--- src/rtl/iob_vga_ctrl.sv ---
// VGA raster controller: free-running pixel counters, blanked RGB444 output
// and sync pulses, all registered on the pixel tick so colour and sync stay aligned.
module iob_vga_ctrl #(
    parameter int CLK_DIV  = 4,
    parameter int H_ACTIVE = 640,
    parameter int H_FP     = 16,
    parameter int H_SYNC   = 96,
    parameter int H_BP     = 48,
    parameter int V_ACTIVE = 480,
    parameter int V_FP     = 10,
    parameter int V_SYNC   = 2,
    parameter int V_BP     = 33,
    parameter int SYNC_POL = 0
) (
    input  logic        clk,
    input  logic        rst,
    output logic [9:0]  vga_pixel_x,
    output logic [9:0]  vga_pixel_y,
    input  logic [11:0] vga_rgb_in,
    output logic [3:0]  vga_r,
    output logic [3:0]  vga_g,
    output logic [3:0]  vga_b,
    output logic        vga_hsync,
    output logic        vga_vsync,
    output logic        vga_frame_start
);

    localparam int H_TOTAL = H_ACTIVE + H_FP + H_SYNC + H_BP;
    localparam int V_TOTAL = V_ACTIVE + V_FP + V_SYNC + V_BP;
    localparam int DIV_W   = (CLK_DIV > 1) ? $clog2(CLK_DIV) : 1;

    localparam logic [DIV_W-1:0] DIV_LAST = DIV_W'(CLK_DIV - 1);
    localparam logic [9:0]       H_LAST   = 10'(H_TOTAL - 1);
    localparam logic [9:0]       V_LAST   = 10'(V_TOTAL - 1);

    // Decode bounds are 11 bits wide so a 1024-wide region still compares correctly.
    localparam logic [10:0] H_ACT_END = 11'(H_ACTIVE);
    localparam logic [10:0] V_ACT_END = 11'(V_ACTIVE);
    localparam logic [10:0] HS_BEG    = 11'(H_ACTIVE + H_FP);
    localparam logic [10:0] HS_END    = 11'(H_ACTIVE + H_FP + H_SYNC);
    localparam logic [10:0] VS_BEG    = 11'(V_ACTIVE + V_FP);
    localparam logic [10:0] VS_END    = 11'(V_ACTIVE + V_FP + V_SYNC);
    localparam logic        SYNC_IDLE = (SYNC_POL == 0);

    logic [DIV_W-1:0] r_div;
    logic [9:0]       r_h_cnt;
    logic [9:0]       r_v_cnt;
    logic [11:0]      r_rgb;
    logic             r_hsync;
    logic             r_vsync;
    logic             r_frame_start;

    logic w_tick;
    logic w_h_wrap;
    logic w_v_wrap;
    logic w_active;
    logic w_hs_act;
    logic w_vs_act;

    assign w_tick   = (r_div == DIV_LAST);
    assign w_h_wrap = (r_h_cnt == H_LAST);
    assign w_v_wrap = (r_v_cnt == V_LAST);
    assign w_active = ({1'b0, r_h_cnt} < H_ACT_END) && ({1'b0, r_v_cnt} < V_ACT_END);
    assign w_hs_act = ({1'b0, r_h_cnt} >= HS_BEG) && ({1'b0, r_h_cnt} < HS_END);
    assign w_vs_act = ({1'b0, r_v_cnt} >= VS_BEG) && ({1'b0, r_v_cnt} < VS_END);

    // NOTE: every register here is updated with <= so all of them see the
    // pre-edge counter values; blocking writes would skew colour against sync.
    always_ff @(posedge clk) begin
        if (rst) begin
            r_div         <= '0;
            r_h_cnt       <= '0;
            r_v_cnt       <= '0;
            r_rgb         <= '0;
            r_hsync       <= SYNC_IDLE;
            r_vsync       <= SYNC_IDLE;
            r_frame_start <= 1'b0;
        end else begin
            r_div         <= w_tick ? '0 : r_div + DIV_W'(1);
            r_frame_start <= w_tick && w_h_wrap && w_v_wrap;
            if (w_tick) begin
                r_h_cnt <= w_h_wrap ? '0 : r_h_cnt + 10'd1;
                if (w_h_wrap) begin
                    r_v_cnt <= w_v_wrap ? '0 : r_v_cnt + 10'd1;
                end
                r_rgb   <= w_active ? vga_rgb_in : 12'h000;
                r_hsync <= w_hs_act ? ~SYNC_IDLE : SYNC_IDLE;
                r_vsync <= w_vs_act ? ~SYNC_IDLE : SYNC_IDLE;
            end
        end
    end

    assign vga_pixel_x     = r_h_cnt;
    assign vga_pixel_y     = r_v_cnt;
    assign vga_r           = r_rgb[11:8];
    assign vga_g           = r_rgb[7:4];
    assign vga_b           = r_rgb[3:0];
    assign vga_hsync       = r_hsync;
    assign vga_vsync       = r_vsync;
    assign vga_frame_start = r_frame_start;

endmodule

--- config.mk ---
export PLATFORM = sky130hd
export DESIGN_NAME = iob_vga_ctrl
export DESIGN_NICKNAME = d
export VERILOG_FILES = /design/src/rtl/iob_vga_ctrl.sv
export SDC_FILE = /design/constraint.sdc
export NUM_CORES = 1
export LEC_CHECK = 0
export CAP_MARGIN = 0
export CORE_MARGIN = 4
export CORE_UTILIZATION = 41
export DETAILED_ROUTE_END_ITERATION = 6
export PLACE_DENSITY = 0.75
export SLEW_MARGIN = 20
export SYNTH_ARGS = -nofsm -noshare
export SYNTH_HDL_FRONTEND = slang
export SYNTH_SLANG_ARGS = --single-unit
--- constraint.sdc ---
create_clock -name clk -period 1.99 [get_ports clk]
set_input_delay 0.2985 -clock clk [delete_from_list [all_inputs] [get_ports clk]]
set_output_delay 0.2985 -clock clk [all_outputs]
set_load 0.03 [all_outputs]
After elaboration in Yosys (flattened, before gate mapping)
Cells that the tools add are included.
Widths: inputs -> output; s select.
{"block": "classes", "addsub": 3, "magnitude_cmp": 6, "n_eq_ne": 3, "mux": 5, "reduce_logical": 7}
{"op": "$add 10x1->10 const B", "n": 2}
{"op": "$eq 10x10->1 const B", "n": 2}
{"op": "$lt 10x10->1 const B", "n": 2}
{"op": "$lt 10x9->1 const B", "n": 2}
{"op": "$mux 10", "n": 2}
{"op": "$mux 12", "n": 1}
{"op": "$ge 10x10->1 const B", "n": 1}
{"op": "$ge 10x9->1 const B", "n": 1}
{"op": "$logic_and 1x1->1", "n": 5}
{"op": "$add 2x1->2 const B", "n": 1}
{"op": "$eq 2x2->1 const B", "n": 1}
{"op": "$mux 1", "n": 2}
{"op": "$reduce_and 2->1", "n": 1}
{"op": "$reduce_or 2->1", "n": 1}
{"block": "totals", "register_bits": 37, "out_inout_bits": 35, "wordCells": 31}

Logic depth before layout (Yosys ltp)
{"block": "depth", "word_depth": 3, "mapped_depth": 6}

Worst setup path before layout
Ideal clock, no wire load.
{"block": "synth_timing", "path_type": "register -> register", "start": "register r_h_cnt[0], in the netlist vga_pixel_x[0]", "end": "register r_v_cnt[4], in the netlist vga_pixel_y[4]", "t_arrival_ns": 2.071, "t_required_ns": 1.920, "setup_slack_ns": -0.151, "path_stages_with_launch": 7, "n_path_buf": 1, "period_less_slack_ns": 2.141, "path_cell_list": "dfxtp_1 -> ha_1 -> nand4bb_4 -> or4_4 -> buf_6 -> or3_1 -> a21oi_1"}
{"block": "synth_via", "elab_chain_cells": 2}
{"item": "from (decl)", "line_no": "46", "source": "logic [9:0] r_h_cnt;"}
{"item": "from (signal assigned)", "line_no": "82", "source": "r_h_cnt <= w_h_wrap ? '0 : r_h_cnt + 10'd1;"}
{"item": "$eq 10x10->1", "line_no": "61", "source": "assign w_h_wrap = (r_h_cnt == H_LAST);"}
{"item": "$reduce_and 2->1 (no source line)"}
{"item": "to (signal assigned)", "line_no": "84", "source": "r_v_cnt <= w_v_wrap ? '0 : r_v_cnt + 10'd1;"}
{"item": "to (decl)", "line_no": "47", "source": "logic [9:0] r_v_cnt;"}
Every way passes these cells.
A chain may end at the register's enable or synchronous reset.

Worst setup path in the final report
{"block": "layout_timing", "start": "register r_h_cnt[1], in the netlist vga_pixel_x[1]", "end": "register r_h_cnt[2], in the netlist vga_pixel_x[2]"}
{"block": "layout_via", "elab_chain_cells": 2}
{"item": "$add 10x1->10 or $eq 10x10->1 (tied branches)", "line_no": "82, 61"}
{"item": "$mux 10 (*)", "line_no": "82"}
Every way passes the cells marked *; elsewhere a longest branch is shown, timed or not.

==> impl_metrics.json <==
{
  "outcome": "complete, no violations",
  "clk_pin_slew_ns": 0.07,
  "grt_max_degree": 14,
  "max_slew_margin_pct": 45.2,
  "synth-simple-area-share_pct": 24.9,
  "hold_start": "r_div[0]",
  "hold_class": "flop to flop",
  "synth_ff_type": "dfxtp_1",
  "slowest_delay_ns": 0.62,
  "viasPerCell": 5.23,
  "r2r-end": "vga_pixel_x[2]",
  "post-place-ws_ns": 0.0603,
  "rr_worst_depth": 5,
  "maxCapViolations": 0,
  "cp_cell_sequence": "ha_4 > nand4bb_4 > or4_4 > or2b_1 > nor2_1",
  "ioPinCount": 49,
  "setup_ws_ns": 0.110,
  "fin_cells": 276,
  "initial_core_util_pct": 42.8,
  "cp_data_required_time_ns": 2.16,
  "synthCells": 168,
  "hold_end": "r_div[0]",
  "synthMuxAreaShare_pct": 0,
  "syn_area_per_cell_um2": 9.41,
  "finalSetupViolCount": 0,
  "mostFrequentLayoutCells": "clkdlybuf4s50_1, dfxtp_1, nor2_1",
  "syn_nets": 187,
  "clock_skew_ns": 0.00800,
  "fin_total_pwr_mw": 1.41,
  "syn2layout_area_growth_pct": 44.0,
  "ys_warn_count": 0,
  "cts-root-buf": "clkbuf_8",
  "grt_pass1_wl_mm": 6.25,
  "ir_drop_mv": 0.495,
  "rsz0062_at_grt": "false",
  "crit_buf_inv": 0,
  "synth_compound_area_share_pct": 14.0,
  "first_pass_iters": 4,
  "grt_usage_pct": 15.6,
  "critPathMaxFanout": 9,
  "synth-xor-area-share_pct": 6.10,
  "cts-buffers-inserted": 5,
  "worstHoldPathCells": 1,
  "ys_ff_latch": 37,
  "synth_edf_count": 0,
  "die_h_um": 70.1,
  "antenna_cells": 0,
  "clkSinkCount": 37,
  "clkLatencyLatePin_ns": 0.29,
  "cpMaxStageDelayCell": "or4_4",
  "post-route-util_pct": 61.7,
  "synth_top_family_by_area": "simple AND/OR/NAND/NOR gates",
  "final_area_um2": 2280,
  "r2r_start": "vga_pixel_x[1]",
  "dieArea_um2": 4910,
  "gp_congestion": 0.794,
  "p_per_area_nw_per_um2": 619,
  "tns_ns": 0,
  "drcViolationCount": 0,
  "startpoint_type": "flop",
  "finalCritPeriodShare_pct": 94.5,
  "cts_tree": "yes",
  "antenna_found_initial": 0,
  "rrSetupSlack_ns": 0.11,
  "fin_crit_ns": 1.88,
  "cts_max_level": 2,
  "drt_iter0_markers": 108,
  "final_hold_viol_count": 0,
  "ys_seq_area_share_pct": 46.9,
  "overflow": 0,
  "fin_hold_ws_ns": 0.435,
  "dp_cells": 266,
  "antenna_left": 0,
  "tightest_slew_ns": 0.818,
  "yosysUniqueCellTypes": 35,
  "place_area_um2": 2160,
  "mostFrequentLayoutCell": "clkdlybuf4s50_1",
  "critical_path_class": "flop to flop",
  "wl_per_cell_um": 13.8,
  "p_leak_nw": 0.792,
  "arrival_ns": 2.05,
  "totalWireLength_mm": 3.82,
  "nNetsFinal": 246,
  "numPortBuffers": 48,
  "drv_slew": 0,
  "grt_pass1_vias": 1344,
  "clk_path_buf_depth": 2,
  "rows": 22,
  "die_x_um": 70.1,
  "coreArea_um2": 3690,
  "synth_area_um2": 1580,
  "drive_above_1_share_pct": 11.8,
  "place_hpwl_mm": 2.75,
  "crit_family": "simple AND/OR/NAND/NOR gates",
  "fmax_mhz": 532,
  "vias": 1444,
  "end_kind": "flop",
  "async_reset_ff_share_pct": 0,
  "synthAdderAreaFrac_pct": 3.96
}
[how the worst max path moves through the flow]
stage,start,endpoint,slack [ns],cells after the start
floorplan,vga_pixel_x[0],vga_pixel_y[4],0.01,6
global placement,vga_pixel_x[1],vga_pixel_y[9],0.12,5
detailed placement,vga_pixel_x[1],vga_pixel_y[9],0.06,5
CTS,vga_pixel_x[1],vga_pixel_y[9],0.05,5
global route,vga_pixel_x[1],vga_pixel_y[6],0.008,5
finish,vga_pixel_x[1],vga_pixel_x[2],0.11,5
[what timing repair did]
item / in CTS / in global routing
hold buffers: 0 / 0
resized for setup: 0 / 3
setup endpoints to repair: 0 / 8
buffers inserted: 0 / 2
[worst register-to-register path: cells and delay by family, from the launching register on]
| kind | cells | cell delay, ns |
|---|---|---|
| adders and majority gates | 1 | 0.18 |
| and+or+nand+nor | 4 | 1.22 |
| DFF | 1 | 0.38 |
[synth_stat cells, types with 2 or more instances]
library cell  count  area [um^2]
nand4_1           8         50.1
or3_1             6         37.5
dfxtp_1          37          741
and3_1            2         12.5
nand2_1           7         26.3
o31ai_1           2         15.0
a22o_1           12          105
clkbuf_1          4         15.0
o21ai_0           6         30.0
nor4_1            2         12.5
nor3_1            9         45.0
inv_1             8         30.0
ha_1              5         62.6
xnor2_1           7         61.3
xor2_1            4         35.0
nor2_1           15         56.3
nand3_1           6         30.0
a21oi_1           9         45.0
or4_1             3         22.5
[where the power goes]
| part | switching [mW] | internal, mW | leakage (nW) | total (mW) |
|---|---|---|---|---|
| Combinational | 0.0689 | 0.0690 | 0.447 | 0.138 |
| Sequential | 0.00945 | 0.759 | 0.300 | 0.768 |
| Clock | 0.260 | 0.243 | 0.0450 | 0.502 |
[state kept, by name, summed over array words and instances (netlist names)]
name and count:
vga_pixel_y 10, r_rgb 12, vga_hsync 1, vga_pixel_x 10, vga_frame_start 1, r_div 2
vga_vsync 1
[cell families after synthesis]
| group | Yosys count |
|---|---|
| AO/OA/AOI/OAI | 32 |
| XOR/XNOR | 11 |
| adder cells (fa/ha/maj) | 5 |
| buffers and inverters | 15 |
| flip-flops | 37 |
| AND/OR/NAND/NOR | 68 |
[area by class of cell]
class	count	area [um^2]
inverters	8	30.0
clock buffers	6	72.6
clock inverters	2	10.0
well taps	48	60.1
fillers	352	1410
repair buffers	59	561
flip-flops and latches	37	743
multi-input cells	116	800
[per-layer routing]
metal	GRT usage, %	wire, um	part of all wire, %	vias to the layer above
li1	-	-	-	722
met1	20.6	1750	46	674
met2	23.1	1800	47	35
met3	5.47	167	4.4	13
met4	6.38	95	2.5	0
met5	0	0	0	-
(Power assumes the default switching activity.)
